## src/rtl/compositor_pkg.sv

```systemverilog
// rtl/compositor_pkg.sv - shared types and constants for the OLED layer compositor
package compositor_pkg;

  localparam int COLOUR_W      = 16;
  localparam int PIXEL_INDEX_W = 13;
  localparam int OLED_W        = 96;
  localparam int OLED_H        = 64;

  typedef logic [COLOUR_W-1:0] rgb565_t;

  localparam rgb565_t COL_BLACK = 16'h0000;
  localparam rgb565_t COL_WHITE = 16'hFFFF;

  function automatic int idx_width(input int n);
    return (n > 1) ? $clog2(n) : 1;
  endfunction

endpackage

```

## src/rtl/layer_flash_ctr.sv

```systemverilog
// rtl/layer_flash_ctr.sv - per-layer flash down-counter, counts frames
// A new request always restarts the count, even on a frame boundary.
module layer_flash_ctr #(
  parameter int FLASH_FRAMES = 8
) (
  input  logic       clk,
  input  logic       reset,
  input  logic       i_frame_begin,
  input  logic       i_flash_req,
  output logic [7:0] o_cnt
);

  logic [7:0] r_cnt;

  always_ff @(posedge clk) begin
    if (reset) begin
      r_cnt <= 8'd0;
    end else if (i_flash_req) begin
      r_cnt <= 8'(FLASH_FRAMES);
    end else if (i_frame_begin && (r_cnt != 8'd0)) begin
      r_cnt <= r_cnt - 8'd1;
    end
  end

  assign o_cnt = r_cnt;

endmodule

```

## src/rtl/layer_compositor.sv

```systemverilog
// rtl/layer_compositor.sv - N-layer priority compositor, two-stage pipeline, index-aligned output
// Optional per-layer hit-flash is built when LAYER_COMPOSITOR_FLASH_EN is defined.
module layer_compositor
  import compositor_pkg::*;
#(
  parameter int      NUM_LAYERS      = 4,
  parameter rgb565_t TRANSPARENT_KEY = COL_BLACK,
  parameter rgb565_t BG_COLOUR       = COL_BLACK,
  parameter int      FLASH_FRAMES    = 8,
  parameter rgb565_t FLASH_COLOUR    = COL_WHITE,
  localparam int     IDX_W           = idx_width(NUM_LAYERS)
) (
  input  logic                           clk,
  input  logic                           reset,
  input  logic                           frame_begin,
  input  logic                           in_valid,
  input  logic [PIXEL_INDEX_W-1:0]       pixel_index_in,
  input  logic [NUM_LAYERS*COLOUR_W-1:0] layer_col,
  input  logic [NUM_LAYERS-1:0]          layer_en_req,
  input  logic [NUM_LAYERS-1:0]          flash_req,
  output logic                           out_valid,
  output logic [PIXEL_INDEX_W-1:0]       pixel_index_out,
  output rgb565_t                        pixel_data,
  output logic [IDX_W-1:0]               hit_layer,
  output logic                           hit_bg
);

  logic [NUM_LAYERS-1:0]          r_en_q;
  logic [NUM_LAYERS-1:0]          w_opaque;
  logic [NUM_LAYERS*COLOUR_W-1:0] w_col_eff;
  logic [NUM_LAYERS-1:0]          r_opaque;
  logic [NUM_LAYERS*COLOUR_W-1:0] r_col;
  logic [PIXEL_INDEX_W-1:0]       r_idx;
  logic                           r_vld;
  rgb565_t                        w_pix;
  logic [IDX_W-1:0]               w_win;
  logic                           w_any;

  // Mask changes land only on frame boundaries so a frame never tears.
  always_ff @(posedge clk) begin
    if (reset) begin
      r_en_q <= '1;
    end else if (frame_begin) begin
      r_en_q <= layer_en_req;
    end
  end

  always_comb begin
    w_opaque = '0;
    for (int k = 0; k < NUM_LAYERS; k++) begin
      w_opaque[k] = r_en_q[k] && (layer_col[k*COLOUR_W +: COLOUR_W] != TRANSPARENT_KEY);
    end
  end

`ifdef LAYER_COMPOSITOR_FLASH_EN
  // Flash swaps colour only; opacity above is still taken from the raw colour.
  for (genvar g = 0; g < NUM_LAYERS; g++) begin : g_flash
    logic [7:0] w_cnt;
    layer_flash_ctr #(.FLASH_FRAMES(FLASH_FRAMES)) u_flash_ctr (
      .clk          (clk),
      .reset        (reset),
      .i_frame_begin(frame_begin),
      .i_flash_req  (flash_req[g]),
      .o_cnt        (w_cnt)
    );
    assign w_col_eff[g*COLOUR_W +: COLOUR_W] =
      w_cnt[0] ? FLASH_COLOUR : layer_col[g*COLOUR_W +: COLOUR_W];
  end
`else
  assign w_col_eff = layer_col;
  logic w_unused_flash;
  assign w_unused_flash = ^{flash_req, FLASH_FRAMES[7:0], FLASH_COLOUR};
`endif

  always_ff @(posedge clk) begin
    if (reset) begin
      r_opaque <= '0;
      r_col    <= '0;
      r_idx    <= '0;
      r_vld    <= 1'b0;
    end else begin
      r_opaque <= w_opaque;
      r_col    <= w_col_eff;
      r_idx    <= pixel_index_in;
      r_vld    <= in_valid;
    end
  end

  // Scan from the lowest priority upward so the lowest opaque index wins.
  always_comb begin
    w_any = 1'b0;
    w_win = IDX_W'(NUM_LAYERS - 1);
    w_pix = BG_COLOUR;
    for (int k = NUM_LAYERS - 1; k >= 0; k--) begin
      if (r_opaque[k]) begin
        w_any = 1'b1;
        w_win = IDX_W'(k);
        w_pix = r_col[k*COLOUR_W +: COLOUR_W];
      end
    end
  end

  always_ff @(posedge clk) begin
    if (reset) begin
      out_valid       <= 1'b0;
      pixel_index_out <= '0;
      pixel_data      <= '0;
      hit_layer       <= IDX_W'(NUM_LAYERS - 1);
      hit_bg          <= 1'b1;
    end else begin
      out_valid       <= r_vld;
      pixel_index_out <= r_idx;
      pixel_data      <= w_pix;
      hit_layer       <= w_win;
      hit_bg          <= ~w_any;
    end
  end

endmodule

```

## config.mk

```make
export PLATFORM = sky130hd
export DESIGN_NAME = layer_compositor
export DESIGN_NICKNAME = d
export VERILOG_FILES = /design/src/rtl/compositor_pkg.sv /design/src/rtl/layer_flash_ctr.sv /design/src/rtl/layer_compositor.sv
export SDC_FILE = /design/constraint.sdc
export NUM_CORES = 1
export LEC_CHECK = 0
export CAP_MARGIN = 40
export CORE_MARGIN = 1
export CORE_UTILIZATION = 49
export CTS_BUF_LIST = sky130_fd_sc_hd__clkbuf_8 sky130_fd_sc_hd__clkbuf_16
export DETAILED_ROUTE_END_ITERATION = 10
export GPL_ROUTABILITY_DRIVEN = 0
export PLACE_DENSITY = 0.87
export SETUP_SLACK_MARGIN = 0.02
export SYNTH_ARGS = -nofsm -noshare
export SYNTH_HDL_FRONTEND = slang
export SYNTH_SLANG_ARGS = --single-unit
```

## constraint.sdc

```tcl
create_clock -name clk -period 3.6 [get_ports clk]
set_clock_uncertainty 0.15 [all_clocks]
set_input_delay 0.36 -clock clk [delete_from_list [all_inputs] [get_ports clk]]
set_output_delay 0.36 -clock clk [all_outputs]
set_load 0.01 [all_outputs]
```

# Word level (Yosys, flattened, before mapping)
# Index checks and enable logic that the tools add are counted.
# Widths: inputs -> output; s select.
# word_totals
regBits	119
input_bits	89
out_inout_bits	33
word_cells	30
# op_classes
n_mux	11
bitwise_logic	1
n_reduce_logical	8
# ops
operator	count
$mux 16	4
$reduce_bool 16->1	4
$mux 1	5
$logic_and 1x1->1	4
$mux 2	2
$not 1->1	1

# Depth between registers and ports, before layout
# Gate-level depths: netlist of run 1.
# logic_depth
ltp_word	5
depth_mapped	5
mapped_depth_nobuf	3

# Worst setup path before layout of run 1
# Ideal clock, no wire load.
# synth_path
path_type	register to register
startpoint	register r_opaque[1]
endpoint	register pixel_data[10]
arrival_ns	1.397
t_required_ns	3.393
slack_ns	1.996
path_stages_with_launch	6
path_buffers	2
cell_sequence	dfxtp_1 -> buf_6 -> or3_4 -> nor3b_4 -> buf_6 -> a22o_2
# synth_via
elab_chain_cells	2
# synth_rtl
item	line	rtl
start: declaration	layer_compositor.sv:31	logic [NUM_LAYERS-1:0] r_opaque;
start signal: assignment	layer_compositor.sv:82	r_opaque <= w_opaque;
$mux 16 (2 in a row)	layer_compositor.sv:95	if (r_opaque[k]) begin
end signal: assignment	layer_compositor.sv:113	pixel_data <= w_pix;
end: declaration	layer_compositor.sv:23	output rgb565_t pixel_data,
# Every way passes these cells.
# A chain may end at the register's enable or synchronous reset.

# Worst setup path in the final report of run 1
# layout_path
startpoint	register r_opaque[1]
endpoint	register pixel_data[2]
# Same word-level chain as after synthesis.

==> flow_summary.json, run 1 <==
{
  "ant_nets": 0,
  "ioPinCount": 122,
  "fin_ws_ns": 1.43,
  "fin_cells": 565,
  "cts_buffers": 17,
  "syn_area_mm2": 0.00379,
  "fin_setup_tns_ns": 0,
  "worstPathArrival_ns": 2.41,
  "row_count": 31,
  "nets": 542,
  "yosysUniqueCellTypes": 21,
  "ys_ff_latch": 119,
  "grt_pass1_wl_um": 14600,
  "grt_antenna_before_repair": 0,
  "hpwl_um": 5960,
  "hold_ws_ns": 0.257,
  "rsz0062_at_grt": "no",
  "cts_buffer_depth": 2,
  "post-place-ws_ns": 1.53,
  "grt-ovfl-total": 0,
  "grt_max_degree": 88,
  "num_antenna_cells": 0,
  "remaining_drc_errors": 0,
  "die_area_mm2": 0.00810,
  "tritoncts": "built",
  "seq_area_frac_synth": 0.628,
  "endpoint_kind": "flip-flop",
  "grtUsageTotal": 0.240,
  "hold_buffers": 0,
  "relSlewSlack": 0.445,
  "tightest_slew_ns": 0.833,
  "ys_warn_count": 0,
  "synthCells": 337,
  "drt_iter0_drc": 84,
  "die_x_um": 90.0,
  "setup_viol": 0,
  "ir_worst_vdd_v": 0.000463,
  "crit_fanout": 20,
  "post_cts.repair.setup_buffers": 0,
  "cts_resized": 0,
  "cp-start-kind": "flip-flop",
  "chipHeight_um": 90.0,
  "syn_nets": 426,
  "cp_data_required_time_ns": 3.84,
  "coreArea_mm2": 0.00737,
  "slew_viol_final": 0,
  "clock_sinks": 119,
  "initial_core_util": 0.515,
  "power.density_mw_per_mm2": 604,
  "avgSynthCellArea_um2": 11.3,
  "clock_latency_ns": 0.50,
  "finalCritPeriodShare": 0.604,
  "power.leakage_nw": 2.22,
  "status": "complete, no violations",
  "htreeDepth": 4,
  "via_count": 2826,
  "port_buffers": 117,
  "critical_path_class": "flip-flop to flip-flop",
  "min_period_ns": 2.17,
  "drt-total-wl_um": 9230,
  "clkTransAtPathRegs_ns": 0.06,
  "area_growth_pct": 47.4,
  "first_pass_iters": 4,
  "via_per_inst": 5.00,
  "grt_pass1_vias": 2966,
  "place_inst": 533,
  "root_buffer": "clkbuf_8",
  "hp-class": "primary input to flip-flop",
  "clock.fmax_ghz": 0.460,
  "hold_viol_final": 0,
  "wl_per_cell_um": 16.3,
  "max-cap-violations": 0,
  "drive_above_1_share": 0.0944
}
-- cells in the final DEF, fill, tap and decap left out, types with 3 or more instances in the layout --
cell type / instances
a221o_1: 15
o21bai_1: 3
bufinv_16: 3
a211o_1: 4
clkbuf_8: 4
clkdlybuf4s50_1: 116
a41oi_1: 4
clkinv_2: 5
nor2b_1: 96
nor4_1: 16
clkbuf_16: 16
buf_4: 3
a22o_1: 6
a21oi_1: 17
inv_1: 19
a22o_2: 10
nand2b_1: 4
dfxtp_1: 119
-- final cells by class --
class                           count  area, um^2
Inverter                           16        60.1
Timing Repair Buffer              119        1180
Sequential cell                   119        2380
Clock inverter                     12         134
Fill cell                         468        1780
Multi-Input combinational cell    180        1250
Clock buffer                       20         455
Tap cell                           99         124
-- state kept, by name, summed over array words and instances (netlist names) --
register / cells
pixel_data: 16
r_vld: 1
r_idx: 13
hit_layer: 2
r_opaque: 4
out_valid: 1
hit_bg: 1
r_col: 64
pixel_index_out: 13
r_en_q: 4
-- routing by layer --
| metal | global-route usage | routed length [um] | part of all wire | up-vias |
|---|---|---|---|---|
| li1 | - | - | - | 1383 |
| met1 | 0.270 | 3740 | 0.41 | 1339 |
| met2 | 0.426 | 4900 | 0.53 | 90 |
| met3 | 0.0626 | 436 | 0.047 | 14 |
| met4 | 0.110 | 149 | 0.016 | 0 |
| met5 | 0 | 0 | 0 | - |
-- synth_stat cells --
cell / number / area share
a22o_2: 10 / 0.026
dfxtp_1: 119 / 0.63
o21ai_0: 1 / 0.0013
o21bai_1: 3 / 0.0059
a211o_1: 4 / 0.0092
inv_1: 16 / 0.016
a221o_1: 15 / 0.040
buf_6: 2 / 0.0059
clkbuf_1: 18 / 0.018
nor2b_1: 96 / 0.16
buf_2: 1 / 0.0013
nor3b_4: 1 / 0.0049
and2b_1: 1 / 0.0020
a21oi_1: 17 / 0.022
buf_1: 1 / 0.00099
a41oi_1: 4 / 0.0092
nor4_1: 16 / 0.026
nand2b_1: 4 / 0.0066
nand2_1: 1 / 0.00099
or3_4: 1 / 0.0030
a22o_1: 6 / 0.014
-- cells by family (layout without fill, tap and decap cells) --
| group | Yosys count | after routing | share of synthesized area |
|---|---|---|---|
| AO/OA/AOI/OAI | 60 | 60 | 0.128 |
| buffers and inverters | 38 | 167 | 0.0419 |
| flip-flops | 119 | 119 | 0.628 |
| AND/OR/NAND/NOR | 120 | 120 | 0.202 |
-- critical path, stage by stage (launching register included) --
cell and delay [ns]:
dfxtp_1 0.80, and2b_1 0.47, a221o_1 0.42, a22o_1 0.20
-- per-stage QoR --
step           power (W)   util  instance area (um^2)
2_1_floorplan    0.00157      -                  3790
3_3_place_gp     0.00174  0.679                  5000
3_5_place_dp     0.00175  0.679                  5000
4_1_cts          0.00339  0.759                  5590
5_1_grt          0.00348  0.759                  5590
6_report         0.00337  0.759                  5590
-- path summary, 6_finish.rpt --
| check | startpoint | end | slack, ns | cells past startpoint |
|---|---|---|---|---|
| worst max-delay path | r_opaque[1] | pixel_data[2] | 1.43 | 3 |
| worst min-delay path | pixel_index_in[12] | r_idx[12] | 0.26 | 2 |
| worst max register to register | r_opaque[1] | pixel_data[2] | 1.43 | 3 |
| worst min register to register | r_idx[11] | pixel_index_out[11] | 0.28 | 1 |
-- where the power goes --
part / internal (W) / switching (W)
logic: 0.000186 / 0.000120
clock network: 0.00109 / 0.000550
registers: 0.00140 / 0.0000296
Power figures use the tool's default switching activity.
==> run 2, diff against run 1 <==
--- a/config.mk
+++ b/config.mk
@@ -7,11 +7,11 @@
 export LEC_CHECK = 0
 export CAP_MARGIN = 40
 export CORE_MARGIN = 1
-export CORE_UTILIZATION = 49
+export CORE_UTILIZATION = 41
 export CTS_BUF_LIST = sky130_fd_sc_hd__clkbuf_8 sky130_fd_sc_hd__clkbuf_16
 export DETAILED_ROUTE_END_ITERATION = 10
 export GPL_ROUTABILITY_DRIVEN = 0
-export PLACE_DENSITY = 0.87
+export PLACE_DENSITY = 0.78
 export SETUP_SLACK_MARGIN = 0.02
 export SYNTH_ARGS = -nofsm -noshare
 export SYNTH_HDL_FRONTEND = slang
==> constraint.sdc (replaced) <==
create_clock -name clk -period 1.9 [get_ports clk]
set_clock_uncertainty 0.15 [all_clocks]
set_input_delay 0.19 -clock clk [delete_from_list [all_inputs] [get_ports clk]]
set_output_delay 0.19 -clock clk [all_outputs]
set_load 0.01 [all_outputs]
==> run 2 against run 1 <==
The flow now finishes with violations (design-rule violations). Clock-buffer cell count is 2 lower. Core utilization fell by 12 points. Sequential power increased by 88%. Sequential share of layout area decreased by 0.29 points. Via count grew 0.18%. Critical path depth decreased by 2. Total power increased by 83%. Non-clock buffer count is 6 higher. Die area rose by 19%. Cell count increased by 2.5%.
==> flow_summary.json, run 2 (synthesized netlist as in run 1, its figures left out) <==
{
  "status": "finished with violations",
  "violations": "design-rule violations",
  "ioPinCount": 122,
  "num_antenna_cells": 0,
  "largest_register_ffs": 64,
  "root_buffer": "clkbuf_8",
  "cpPeakStageDelay_ns": 0.55,
  "coreArea_mm2": 0.00885,
  "initial_core_util": 0.429,
  "grt_antenna_before_repair": 0,
  "place_inst": 547,
  "critical_path_class": "flip-flop to output pin",
  "reg_top3": "r_col: 64 flops, pixel_data: 16 flops",
  "die_area_mm2": 0.00964,
  "endpoint_kind": "output pin",
  "grt_max_degree": 48,
  "die_x_um": 98.2,
  "cp_num_buf_inv": 1,
  "fin_cells": 579,
  "cp_cell_sequence": "clkdlybuf4s50_1",
  "cts_buffers": 17,
  "setup_viol": 0,
  "nets": 548,
  "critical_path.slowest_cell": "clkdlybuf4s50_1",
  "fin_setup_tns_ns": 0,
  "grt_pass1_wl_um": 13700,
  "grt_pass1_vias": 2862,
  "ir_worst_vdd_v": 0.000576,
  "critPathTopFamily": "buffers and inverters",
  "hpwl_um": 6180,
  "fillers": 706,
  "clock_latency_ns": 0.50,
  "clock_sinks": 119,
  "wl_per_cell_um": 15.0,
  "drt-total-wl_um": 8690,
  "rsz0062_at_grt": "no",
  "worstPathArrival_ns": 1.40,
  "power.density_mw_per_mm2": 1090,
  "min_period_ns": 1.74,
  "via_count": 2831,
  "cp_data_required_time_ns": 1.56,
  "remaining_drc_errors": 7,
  "relSlewSlack": 0.597,
  "clock.fmax_ghz": 0.575,
  "row_count": 34,
  "hold_viol_final": 0,
  "htreeDepth": 4,
  "grtUsageTotal": 0.189,
  "first_pass_iters": 8,
  "hp-class": "primary input to flip-flop",
  "via_per_inst": 4.89,
  "layout_common_cells": "119 x dfxtp_1, 116 x clkdlybuf4s50_1, 96 x nor2b_1",
  "hold_depth": 2,
  "cp.depth": 1,
  "cp-start-kind": "flip-flop",
  "max-cap-violations": 0,
  "finalCritPeriodShare": 0.915,
  "crit_fanout": 1,
  "cts_buffer_depth": 2,
  "chipHeight_um": 98.2,
  "drive_above_1_share": 0.102,
  "port_buffers": 117,
  "power.leakage_nw": 2.23,
  "grt-ovfl-total": 0,
  "drt_iter0_drc": 78,
  "regMostFlops": "r_col",
  "ant_nets": 0,
  "tightest_slew_ns": 0.605,
  "clkTransAtPathRegs_ns": 0.05,
  "ff2ff_path_depth": 3,
  "tritoncts": "built",
  "layout_commonest_cell": "dfxtp_1",
  "slew_viol_final": 0,
  "area_growth_pct": 48.4
}
[run 2: final timing paths]
path / from / endpoint / slack [ns]
worst max-delay path: pixel_data[2] / pixel_data[2] / 0.16
worst min-delay path: pixel_index_in[3] / r_idx[3] / 0.1
worst max register to register: r_opaque[1] / pixel_data[6] / 0.29
worst min register to register: r_vld / out_valid / 0.28
[run 2: power by group]
| part | switching, W | total, W | internal [W] |
|---|---|---|---|
| Combinational | 0.000233 | 0.000598 | 0.000365 |
| Sequential | 0.0000438 | 0.00269 | 0.00264 |
| Clock | 0.00102 | 0.00288 | 0.00186 |
[run 2: timing repair]
action / CTS / global route
buffers inserted: 0 / 0
hold buffers: 1 / 0
endpoints found under the hold margin: 10 / 0
resized for setup: 0 / 0
[run 2: layout make-up]
type                    instances  area [um^2]  area share
clock buffers                  18          428      0.0760
clock inverters                13          116      0.0207
inverters                      16         60.1      0.0107
multi-input cells             180         1250       0.222
flip-flops and latches        119         2380       0.423
well taps                     108          135      0.0240
repair buffers                125         1260       0.223
[run 2: per-stage QoR]
| step | worst slack (ns) | instance area, um^2 | utilization | hold slack (ns) | total power (W) |
|---|---|---|---|---|---|
| after floorplan | 0.296 | 3790 | - | 0.158 | 0.00298 |
| after global placement | 0.335 | 5080 | 0.574 | 0.267 | 0.00332 |
| after detailed placement | 0.266 | 5080 | 0.574 | 0.270 | 0.00333 |
| after CTS | 0.148 | 5630 | 0.636 | 0.0764 | 0.00621 |
| after global routing | 0.120 | 5630 | 0.636 | 0.0709 | 0.00638 |
| final | 0.161 | 5630 | 0.636 | 0.0966 | 0.00616 |
[run 2: per-layer routing]
metal  part of all wire  global-route usage  wire length [um]
met1               0.41               0.214              3580
met2               0.51               0.317              4390
met3              0.058              0.0608               500
met4              0.025               0.102               215
met5                  0                   0                 0
